<file path="src/rtl/stall_pkg.sv">
// Shared constants and types for the pipeline stall/flush controller.
// Stage and requester indices, flush FSM states and default depths.
package stall_pkg;

  localparam int PC    = 0;
  localparam int IFID  = 1;
  localparam int IDEX  = 2;
  localparam int EXMEM = 3;
  localparam int MEMWB = 4;

  localparam int REQ_IF  = 0;
  localparam int REQ_ID  = 1;
  localparam int REQ_MEM = 2;

  localparam int DEF_NREQ = 3;
  localparam logic [4*DEF_NREQ-1:0] DEF_REQ_DEPTH =
    {4'd5, 4'd3, 4'd2};

  typedef enum logic {
    F_IDLE,
    F_PEND
  } flush_state_t;

endpackage

</file>
<file path="src/rtl/sat_counter.sv">
// Saturating up-counter with enable, synchronous clear and async reset.
// Stops at MAX instead of wrapping.
module sat_counter #(
  parameter int         W   = 32,
  parameter logic [W-1:0] MAX = '1
) (
  input  logic         clk,
  input  logic         rst,
  input  logic         en,
  input  logic         clr,
  output logic [W-1:0] q
);

  always_ff @(posedge clk or posedge rst) begin
    if (rst) begin
      q <= '0;
    end else if (clr) begin
      q <= '0;
    end else if (en && q != MAX) begin
      q <= q + W'(1);
    end
  end

endmodule

</file>
<file path="src/rtl/stall_flush_ctrl.sv">
// Pipeline stall/flush controller: freeze vector, held redirect flush,
// per-requester stall counters and a sticky stall watchdog.
module stall_flush_ctrl
  import stall_pkg::*;
#(
  parameter int              STAGES      = 6,
  parameter int              NREQ        = 3,
  parameter logic [4*NREQ-1:0] REQ_DEPTH = DEF_REQ_DEPTH,
  parameter int              FLUSH_STAGE = EXMEM,
  parameter int              CNT_W       = 32,
  parameter int              WDOG_LIMIT  = 1024
) (
  input  logic                  clk_in,
  input  logic                  rst_in,
  input  logic                  rdy_in,
  input  logic [NREQ-1:0]       stall_req_i,
  input  logic                  flush_req_i,
  input  logic [31:0]           flush_pc_i,
  output logic [STAGES-1:0]     stall_o,
  output logic                  flush_o,
  output logic [31:0]           flush_pc_o,
  output logic [NREQ*CNT_W-1:0] stall_cnt_o,
  output logic                  wdog_o
);

  localparam int CW = $clog2(WDOG_LIMIT + 1);

  function automatic logic [STAGES-1:0] req_mask(
    input logic [3:0] d
  );
    logic [STAGES:0] m;
    m = ((STAGES+1)'(1) << d) - (STAGES+1)'(1);
    return m[STAGES-1:0];
  endfunction

  always_comb begin
    stall_o = '0;
    if (rst_in) begin
      stall_o = '0;
    end else if (!rdy_in) begin
      stall_o = '1;
    end else begin
      for (int i = 0; i < NREQ; i++) begin
        if (stall_req_i[i]) begin
          stall_o |= req_mask(REQ_DEPTH[4*i +: 4]);
        end
      end
    end
  end

  logic blocked;
  assign blocked = stall_o[FLUSH_STAGE];

  flush_state_t state_q, state_d;
  logic [31:0]  pend_q, pend_d;
  logic [31:0]  fpc_q, fpc_d;
  logic         flush_q, flush_d;

  always_ff @(posedge clk_in or posedge rst_in) begin
    if (rst_in) begin
      state_q <= F_IDLE;
      pend_q  <= '0;
      fpc_q   <= '0;
      flush_q <= 1'b0;
    end else begin
      state_q <= state_d;
      pend_q  <= pend_d;
      fpc_q   <= fpc_d;
      flush_q <= flush_d;
    end
  end

  // A paused CPU keeps every register, the kill pulse included.
  always_comb begin
    state_d = state_q;
    pend_d  = pend_q;
    fpc_d   = fpc_q;
    flush_d = flush_q;
    if (rdy_in) begin
      flush_d = 1'b0;
      unique case (state_q)
        F_IDLE: begin
          if (flush_req_i) begin
            if (blocked) begin
              pend_d  = flush_pc_i;
              state_d = F_PEND;
            end else begin
              flush_d = 1'b1;
              fpc_d   = flush_pc_i;
            end
          end
        end
        F_PEND: begin
          if (blocked) begin
            if (flush_req_i) pend_d = flush_pc_i;
          end else begin
            flush_d = 1'b1;
            fpc_d   = flush_req_i ? flush_pc_i : pend_q;
            state_d = F_IDLE;
          end
        end
        default: ;
      endcase
    end
  end

  assign flush_o    = flush_q;
  assign flush_pc_o = fpc_q;

  for (genvar g = 0; g < NREQ; g++) begin : g_cnt
    sat_counter #(
      .W(CNT_W)
    ) u_cnt (
      .clk(clk_in),
      .rst(rst_in),
      .en (rdy_in & stall_req_i[g]),
      .clr(1'b0),
      .q  (stall_cnt_o[g*CNT_W +: CNT_W])
    );
  end

  logic          any_req;
  logic [CW-1:0] consec;
  logic          wdog_q;

  assign any_req = |stall_req_i;

  sat_counter #(
    .W  (CW),
    .MAX(CW'(WDOG_LIMIT))
  ) u_consec (
    .clk(clk_in),
    .rst(rst_in),
    .en (rdy_in & any_req),
    .clr(rdy_in & ~any_req),
    .q  (consec)
  );

  // Trip on the same edge that carries consec up to the limit.
  always_ff @(posedge clk_in or posedge rst_in) begin
    if (rst_in) begin
      wdog_q <= 1'b0;
    end else if (rdy_in && any_req &&
                 consec == CW'(WDOG_LIMIT - 1)) begin
      wdog_q <= 1'b1;
    end
  end

  assign wdog_o = wdog_q;

endmodule

</file>
<file path="config.mk">
export PLATFORM = sky130hd
export DESIGN_NAME = stall_flush_ctrl
export DESIGN_NICKNAME = d
export VERILOG_FILES = /design/src/rtl/stall_pkg.sv /design/src/rtl/sat_counter.sv /design/src/rtl/stall_flush_ctrl.sv
export SDC_FILE = /design/constraint.sdc
export NUM_CORES = 1
export LEC_CHECK = 0
export CAP_MARGIN = 20
export CORE_MARGIN = 5
export CORE_UTILIZATION = 53
export DETAILED_ROUTE_END_ITERATION = 12
export GPL_TIMING_DRIVEN = 0
export PLACE_DENSITY = 0.88
export SYNTH_ARGS = -nofsm -noshare
export SYNTH_HDL_FRONTEND = slang
export SYNTH_HIERARCHICAL = 1
export SYNTH_SLANG_ARGS = --single-unit
</file>
<file path="constraint.sdc">
create_clock -name clk_in -period 2.7 [get_ports clk_in]
set_input_delay 0.405 -clock clk_in [delete_from_list [all_inputs] [get_ports clk_in]]
set_output_delay 0.405 -clock clk_in [all_outputs]
set_load 0.005 [all_outputs]
</file>
==> flow_summary.yaml <==
status:
  status: "complete, no violations"
die:
  core_area_um2: 17100
  rows: 48
  dieArea_um2: 20000
  die_x_um: 141
  pin_count: 175
  dieHeight_um: 141
  start_util_pct: 53.4
clocking:
  cts_buffers: 17
  postCtsHoldBufs: 0
  cts.sinks: 174
  clk_pin_slew_ns: 0.06
  root_buffer: "clkbuf_16"
  clockBufferDepth: 2
  cts_max_level: 4
  insertion_delay_ns: 0.42
  cts_tree: "built"
sta:
  fin_hold_ws_ns: 0.331
  maxSlewHeadroom_pct: 39.4
  final_hold_viol_count: 0
  finClkSkew_ns: 0.0106
  fin_crit_sh_pct: 95.6
  setup_viol: 0
  max_clock_freq_mhz: 387
  fin_tns_setup_ns: 0
  worst_pin_slew_ns: 0.901
  final_max_slew_viol_count: 0
  fin_crit_ns: 2.58
  rsz0062_at_grt: "no"
pwr:
  power_frac_clock_pct: 38.0
  share_comb_of_total_power_pct: 16.5
  internal_power_mw: 5.10
  p_leak_nw: 4.88
  switching_share_pct: 24.8
  power.density_nw_per_um2: 565
  switching_power_mw: 1.68
  seq_power_share_pct: 45.5
  ir_drop_v: 0.000476
grt:
  grt-ovfl-total: 0
  grt_max_degree: 33
  grt_pass1_vias: 7399
  grt_antenna_before_repair: 0
  grt_pass1_wl_um: 37100
  grtUsageTotal_pct: 22.4
layout:
  layout_common_cells: "174 x dfrtp_1, 173 x clkdlybuf4s50_1, 87 x a21oi_1, 60 x mux2_4, 45 x o31ai_1"
  final_core_util_pct: 70.1
  layout.nets: 1088
  final_layout_size_suffix_gt1_share_pct: 17.6
  antenna_cells: 0
  syn2layout_area_growth_pct: 31.2
  layout_commonest_cell: "dfrtp_1"
  fin_area_um2: 12000
yosys:
  yosysTopAreaCell: "dfrtp_1"
  async_flop_share_pct: 100
  ys_seq_area_share_pct: 47.6
  synth_warnings: 6
  synth-edff-count: 0
  synth_top_area_share_pct: 47.6
  ys_top_cells_by_area: "dfrtp_1 48%, mux2_4 9.9%, a21oi_1 4.8%, mux2_2 4.4%, o31ai_1 3.7%"
  synthFlopType: "dfrtp_1"
  ys_types: 46
  postSynthAreaPerCell_um2: 11.1
  ys_seq_elements: 174
  synth_cells: 827
  syn_area_um2: 9140
placement:
  place_hpwl_um: 15900
  gp_congestion: 0.827
  io_buffers: 173
  place_area_um2: 11300
route:
  first_pass_iters: 5
  ant_nets: 0
  vias: 7606
  vias_per_cell: 5.93
  initialDrtViolationCount: 432
  detail_route.wl_per_cell_um: 17.6
  drcViolationCount: 0
  wirelength_um: 22600
hold_path:
  hold_class: "input pin to flop"
worst_setup_path:
  worstSetupEndpointType: "output port"
  critPathLaunchType: "input pin"
  critPathKind: "input pin to output port"
  arrival_ns: 2.18
  cp_max_fo: 11
  critical_path_required_ns: 2.30
job:
  drv_cap: 0
-- what timing repair did --
item | CTS | global route
buffers inserted | 2 | 2
gates resized for setup | 1 | 4
cloned | 1 | 0
endpoints found under the setup margin | 37 | 18
pin swaps | 1 | 1
-- area by class of cell --
type / count / area, um2
fillers: 1231 / 5120
inverters: 33 / 128
plain buffers: 34 / 253
repair buffers: 183 / 1860
clock inverters: 12 / 173
repair inverters: 1 / 5.00
well taps: 225 / 282
multi-input cells: 600 / 4500
flip-flops and latches: 174 / 4350
clock buffers: 20 / 447
-- routing by layer --
layer / GRT usage, % / wire length (um)
met5: 0 / 0
met4: 5.35 / 236
met3: 4.68 / 1410
met2: 38.0 / 11400
met1: 29.5 / 9460
-- critical path: stages --
cell             delay, ns
clkdlybuf4s50_1       0.68
a21oi_1               0.43
buf_4                 0.18
clkdlybuf4s50_1       0.49
-- cell families after synthesis --
logic type | Yosys count | synth area share (%)
flip-flops | 174 | 47.6
adder cells (fa/ha/maj) | 5 | 0.684
other | 1 | 0.0410
XOR/XNOR | 15 | 1.44
AO/OA/AOI/OAI | 199 | 13.6
buffers and inverters | 67 | 4.12
multiplexers | 100 | 14.7
AND/OR/NAND/NOR | 266 | 17.7
-- stage by stage --
step | std cells | worst slack, ns | total power [mW]
after floorplan | 841 | 0.167 | 3.74
after global placement | 1239 | -1.57 | 4.18
after detailed placement | 1243 | -0.846 | 4.24
after CTS | 1278 | 0.0156 | 6.83
after global routing | 1282 | 0.00289 | 7.06
final | 1282 | 0.118 | 6.77
-- path summary, 6_finish.rpt --
path	slack [ns]	endpoint	depth (start not counted)	start
setup reg to reg	0.19	g_cnt[1].u_cnt/q[17]$_DFFE_PP0P_	7	g_cnt[1].u_cnt/q[0]$_DFFE_PP0P_
setup / recovery	0.12	stall_o[4]	4	rst_in
hold / removal	0.33	state_q$_DFFE_PP0P_	2	rdy_in
min in group asynchronous	0.72	u_consec/q[0]$_DFFE_PP0P_	2	rst_in
max in group asynchronous	1.27	g_cnt[0].u_cnt/q[21]$_DFFE_PP0P_	3	rst_in
hold reg to reg	0.48	wdog_o$_DFFE_PP0P_	1	wdog_o$_DFFE_PP0P_
-- synth_stat cells (all sizes together) (7+ instances only) --
cell type	count
o21ai	39
xnor2	9
nor2	31
clkbuf	13
buf	21
nand2	36
or3	43
dfrtp	174
mux2	96
or4	45
nand4	29
nand3	33
nor3	7
inv	33
and3	9
a21oi	88
nor4	12
o31ai	45
and4	12
-- power groups by stage --
stage               sequential (mW)  clock [mW]  combinational, mW
global route                   3.12        2.73               1.21
floorplan                      3.08           0              0.654
CTS                            3.08        2.63               1.13
finish                         3.08        2.57               1.12
global placement               3.10           0               1.07
detailed placement             3.12           0               1.12
-- sequential cells by signal (all words and copies together), names as in the netlist --
register / flops
flush_pc_o: 32
g_cnt.u_cnt/q: 96
pend_q: 32
wdog_o: 1
u_consec/q: 11
flush_o: 1
state_q: 1
No activity file was read; power rests on OpenSTA's default activity.
